**src/rtl/debug_uart_tx.sv**
```systemverilog
// Debug frame transmitter: snapshots seven CPU debug bytes and sends
// SYNC_BYTE, the seven bytes and their XOR checksum as 8N1 UART.
module debug_uart_tx #(
    parameter int unsigned CLKS_PER_BIT = 434,
    parameter logic [7:0]  SYNC_BYTE    = 8'hA5
) (
    input  logic       clk_i,
    input  logic       reset_i,
    input  logic       send_i,
    input  logic [7:0] debug_port1_i,
    input  logic [7:0] debug_port2_i,
    input  logic [7:0] debug_port3_i,
    input  logic [7:0] debug_port4_i,
    input  logic [7:0] debug_port5_i,
    input  logic [7:0] debug_port6_i,
    input  logic [7:0] debug_port7_i,
    output logic       tx_o,
    output logic       busy_o,
    output logic       frame_done_o
);

    localparam int unsigned TIMER_W   = 16;
    localparam int unsigned NUM_PORTS = 7;
    localparam logic [TIMER_W-1:0] BIT_LAST  = TIMER_W'(CLKS_PER_BIT - 1);
    localparam logic [3:0]         LAST_BYTE = 4'd8;

    typedef enum logic [1:0] {IDLE, START, DATA, STOP} state_t;

    state_t               state_q, state_n;
    logic [TIMER_W-1:0]   timer_q, timer_n;
    logic [2:0]           bit_q, bit_n;
    logic [3:0]           byte_q, byte_n;
    logic                 tx_n, busy_n, done_n;
    logic                 load_c, bit_last_c;
    logic [7:0]           port_c [NUM_PORTS];
    logic [7:0]           snap_q [NUM_PORTS];
    logic [7:0]           chk_c, byte_c;

    assign port_c[0] = debug_port1_i;
    assign port_c[1] = debug_port2_i;
    assign port_c[2] = debug_port3_i;
    assign port_c[3] = debug_port4_i;
    assign port_c[4] = debug_port5_i;
    assign port_c[5] = debug_port6_i;
    assign port_c[6] = debug_port7_i;

    assign bit_last_c = (timer_q == BIT_LAST);

    // Snapshot held for the whole frame; only reloaded on acceptance
    always_ff @(posedge clk_i or posedge reset_i) begin
        if (reset_i) begin
            for (int i = 0; i < NUM_PORTS; i++) snap_q[i] <= '0;
        end else if (load_c) begin
            for (int i = 0; i < NUM_PORTS; i++) snap_q[i] <= port_c[i];
        end
    end

    always_comb begin
        chk_c = '0;
        for (int i = 0; i < NUM_PORTS; i++) chk_c = chk_c ^ snap_q[i];
    end

    // State and counter register, plus registered outputs
    always_ff @(posedge clk_i or posedge reset_i) begin
        if (reset_i) begin
            state_q      <= IDLE;
            timer_q      <= '0;
            bit_q        <= '0;
            byte_q       <= '0;
            tx_o         <= 1'b1;
            busy_o       <= 1'b0;
            frame_done_o <= 1'b0;
        end else begin
            state_q      <= state_n;
            timer_q      <= timer_n;
            bit_q        <= bit_n;
            byte_q       <= byte_n;
            tx_o         <= tx_n;
            busy_o       <= busy_n;
            frame_done_o <= done_n;
        end
    end

    // Next-state and counter logic
    always_comb begin
        state_n = state_q;
        timer_n = timer_q;
        bit_n   = bit_q;
        byte_n  = byte_q;
        done_n  = 1'b0;
        load_c  = 1'b0;
        unique case (state_q)
            IDLE: begin
                if (send_i) begin
                    state_n = START;
                    timer_n = '0;
                    bit_n   = '0;
                    byte_n  = '0;
                    load_c  = 1'b1;
                end
            end
            START: begin
                if (bit_last_c) begin
                    state_n = DATA;
                    timer_n = '0;
                    bit_n   = '0;
                end else begin
                    timer_n = timer_q + TIMER_W'(1);
                end
            end
            DATA: begin
                if (bit_last_c) begin
                    timer_n = '0;
                    bit_n   = bit_q + 3'd1;
                    if (bit_q == 3'd7) state_n = STOP;
                end else begin
                    timer_n = timer_q + TIMER_W'(1);
                end
            end
            STOP: begin
                if (bit_last_c) begin
                    timer_n = '0;
                    if (byte_q == LAST_BYTE) begin
                        state_n = IDLE;
                        byte_n  = '0;
                        done_n  = 1'b1;
                    end else begin
                        state_n = START;
                        byte_n  = byte_q + 4'd1;
                    end
                end else begin
                    timer_n = timer_q + TIMER_W'(1);
                end
            end
            default: state_n = IDLE;
        endcase
    end

    // Byte on the wire for the upcoming cycle: sync, snapshot, or checksum
    always_comb begin
        byte_c = SYNC_BYTE;
        if (byte_n == LAST_BYTE) begin
            byte_c = chk_c;
        end else if (byte_n != 4'd0) begin
            byte_c = snap_q[3'(byte_n - 4'd1)];
        end
    end

    always_comb begin
        tx_n   = 1'b1;
        busy_n = (state_n != IDLE);
        unique case (state_n)
            START:   tx_n = 1'b0;
            DATA:    tx_n = byte_c[bit_n];
            default: tx_n = 1'b1;
        endcase
    end

endmodule

```
**config.mk**
```make
export PLATFORM = sky130hd
export DESIGN_NAME = debug_uart_tx
export DESIGN_NICKNAME = d
export VERILOG_FILES = /design/src/rtl/debug_uart_tx.sv
export SDC_FILE = /design/constraint.sdc
export NUM_CORES = 1
export LEC_CHECK = 0
export ABC_AREA = 0
export CAP_MARGIN = 20
export CORE_MARGIN = 10
export CORE_UTILIZATION = 50
export DETAILED_ROUTE_END_ITERATION = 12
export PLACE_DENSITY = 0.79
export SKIP_CTS_REPAIR_TIMING = 1
export SLEW_MARGIN = 30
export SYNTH_ARGS = -nofsm -noshare
export SYNTH_HDL_FRONTEND = slang
export SYNTH_SLANG_ARGS = --single-unit
export TNS_END_PERCENT = 100
```
**constraint.sdc**
```tcl
create_clock -name clk_i -period 11.06 [get_ports clk_i]
set_input_delay 1.106 -clock clk_i [delete_from_list [all_inputs] [get_ports clk_i]]
set_output_delay 1.106 -clock clk_i [all_outputs]
set_load 0.02 [all_outputs]
```
==> flow_metrics.tcl <==
set metrics [dict create \
    status "finished clean" \
    yosysMostFrequentCell "dfrtp_1" \
    tightestPinTransition_ns 0.826 \
    hp-class "reg -> reg" \
    num_antenna_cells 0 \
    synth_top_cell_by_area "dfrtp_1" \
    route.detailed.drc 0 \
    cp.required_ns 11.34 \
    cts_max_level 3 \
    synth.distinct_cells 52 \
    rr_worst_depth 16 \
    nets 560 \
    wire_per_inst_um 17.1 \
    r2r_setup_slack_ns 6.20 \
    syn_nets 500 \
    final.period_utilization 0.440 \
    final_cell_area_um2 5640 \
    hold_path_depth 2 \
    root_buffer "clkbuf_8" \
    dp_slack_ns 5.90 \
    worst_hold_slack_ns 0.555 \
    dr.pass1.iters 6 \
    via_per_inst 5.69 \
    slew_violations 0 \
    die_area_um2 13700 \
    crit_type "reg -> reg" \
    tns_ns 0 \
    utilization 0.613 \
    peakVddDrop_mv 0.0853 \
    synth_warnings 0 \
    cts_max_path_buffers 2 \
    num_rows 35 \
    multi_input_area_um2 2480 \
    initial_core_util 0.512 \
    routed_wl_um 10300 \
    finalCriticalPeriod_ns 4.86 \
    holdCritStartpoint "timer_q[1]$_DFFE_PP0P_" \
    drtIter0Drc 198 \
    synth_seq_area_share 0.447 \
    cts_sinks 84 \
    grt_pass1_wl_um 17900 \
    rsz0062_at_grt "no" \
    ys_ff_latch 84 \
    ant_nets 0 \
    vias 3439 \
    synthArstFlopShare 1.00 \
    area_growth_pct 19.8 \
    placed_area_um2 5420 \
    finClkSkew_ns 0.00865 \
    syn_avg_cell_area_um2 11.0 \
    numCtsBuffers 9 \
    synthFlopType "dfrtp_1" \
    wl_met3_um 472 \
    finalSetupViolCount 0 \
    cts_tree "yes" \
    cp_max_fo 28 \
    gp_congestion 0.849 \
    relSlewSlack 0.447 \
    timing.rr.end "tx_o$_DFF_PP1_" \
    fill_cells 752 \
    routedLengthMet1_um 4480 \
    p_leak_uw 0.00254 \
    dieWidth_um 117 \
    cp-end-kind "register" \
    grt_usage 0.162 \
    port_buffers 61 \
    synth_area_leaders "dfrtp_1, mux2_2, xnor2_1" \
    grt_antenna_before_repair 0 \
    rr_startpoint "timer_q[1]$_DFFE_PP0P_" \
    die_h_um 117 \
    drv_cap 0 \
    layout_setup_ws_ns 6.20 \
    powerDensity_nw_per_um2 167 \
    grt_max_degree 85 \
    ioPinCount 62 \
    synthCells 428 \
    grt-ovfl-total 0 \
    synth_edf_count 0 \
    hold_end "timer_q[1]$_DFFE_PP0P_" \
    cp-start-kind "register" \
    path_clk_slew_ns 0.08 \
    hpwl_um 7840 \
    netlist_area_um2 4710 \
    met2_length_um 5250 \
    highest_layer "met4" \
    seqCellArea_um2 2100 \
    drive_gt1_frac 0.178 \
    synth_common_cells "dfrtp_1, mux2_2, xnor2_1" \
    core_area_um2 9200 \
    max_freq_ghz 0.206 \
    synth.top_cell.area_share 0.441 \
    hold_viol 0 \
    grt_pass1_vias 3709 \
    critPathArrivalTime_ns 5.15 \
    clk_latency_ns 0.35 \
]
worst max-delay path by stage:
stage          slack (ns)                    from  cells past startpoint              to
6_report             6.20  timer_q[1]$_DFFE_PP0P_                     16  tx_o$_DFF_PP1_
5_1_grt              5.77  timer_q[1]$_DFFE_PP0P_                     16  tx_o$_DFF_PP1_
4_1_cts              6.24  timer_q[1]$_DFFE_PP0P_                     16  tx_o$_DFF_PP1_
3_5_place_dp         5.90                  send_i                     15  tx_o$_DFF_PP1_
3_3_place_gp         6.05                  send_i                     15  tx_o$_DFF_PP1_
2_1_floorplan        7.22                  send_i                     15  tx_o$_DFF_PP1_
layout make-up:
class / instances / area share
clock buffers: 10 / 0.0226
clock inverters: 6 / 0.0158
inverters: 17 / 0.0115
multi-input cells: 313 / 0.441
flip-flops and latches: 84 / 0.373
well taps: 111 / 0.0246
repair buffers: 63 / 0.112
cells by family (layout without fill, tap and decap cells):
| group | count (synthesis) | after routing | share of synthesized area |
|---|---|---|---|
| flip-flops | 84 | 84 | 0.447 |
| AND/OR/NAND/NOR | 106 | 106 | 0.112 |
| AO/OA/AOI/OAI | 66 | 66 | 0.0992 |
| XOR/XNOR | 61 | 61 | 0.114 |
| multiplexers | 67 | 67 | 0.168 |
| adder cells (fa/ha/maj) | 13 | 13 | 0.0346 |
| buffers and inverters | 31 | 96 | 0.0255 |
cell usage in the layout, fill, tap and decap left out, drive strengths merged, types with 3 or more instances in the layout:
cell type | synthesis | final
nor2 | 27 | 27
mux4 | 4 | 4
o21ai | 13 | 13
o211ai | 4 | 4
clkdlybuf4s50 | 0 | 61
xnor2 | 46 | 46
nand3 | 13 | 13
inv | 17 | 16
a21oi | 13 | 13
xor2 | 15 | 15
nor3 | 9 | 9
nand2b | 3 | 3
clkbuf | 10 | 10
or2 | 4 | 4
mux2 | 57 | 57
a22o | 4 | 4
nand2 | 28 | 28
mux2i | 6 | 6
ha | 13 | 13
and4 | 3 | 3
a22oi | 3 | 3
nand4 | 7 | 7
clkinv | 0 | 3
a31oi | 7 | 7
dfrtp | 83 | 83
worst max-delay path, stage by stage, from the launching register on:
cell and delay (ns):
dfrtp_1 0.42, inv_1 0.07, ha_1 0.12, nor4bb_1 0.31, and4_1 0.53, nand4_1 0.38, nand2_4 0.32, inv_1 0.29
ha_1 0.91, inv_1 0.32, nand2_1 0.15, a22o_1 0.14, nand3_1 0.09, a311o_1 0.39, o211ai_1 0.09, o311ai_1 0.13
o211a_1 0.13
state kept, by name (all words and copies together), names as in the netlist:
register      flops
bit_q             3
busy_o            1
byte_q            4
frame_done_o      1
snap_q           56
state_q           2
timer_q          16
tx_o              1
report_power, final:
group          switching, µW  leakage, µW  internal (µW)  total [µW]
Clock                    112     0.000102            127         240
Combinational            101      0.00131            166         268
Sequential              67.2      0.00112            368         435
metal layers:
metal	vias to the layer above	GRT usage
met5	-	0
met4	0	0.0478
met3	13	0.0408
met2	86	0.278
met1	1699	0.197
li1	1641	-
through the flow:
stage | power [µW] | instances
finish | 942 | 604
global route | 1000 | 604
CTS | 949 | 604
floorplan | 639 | 428
global placement | 697 | 588
detailed placement | 709 | 588
No activity file was read; power rests on OpenSTA's default activity.
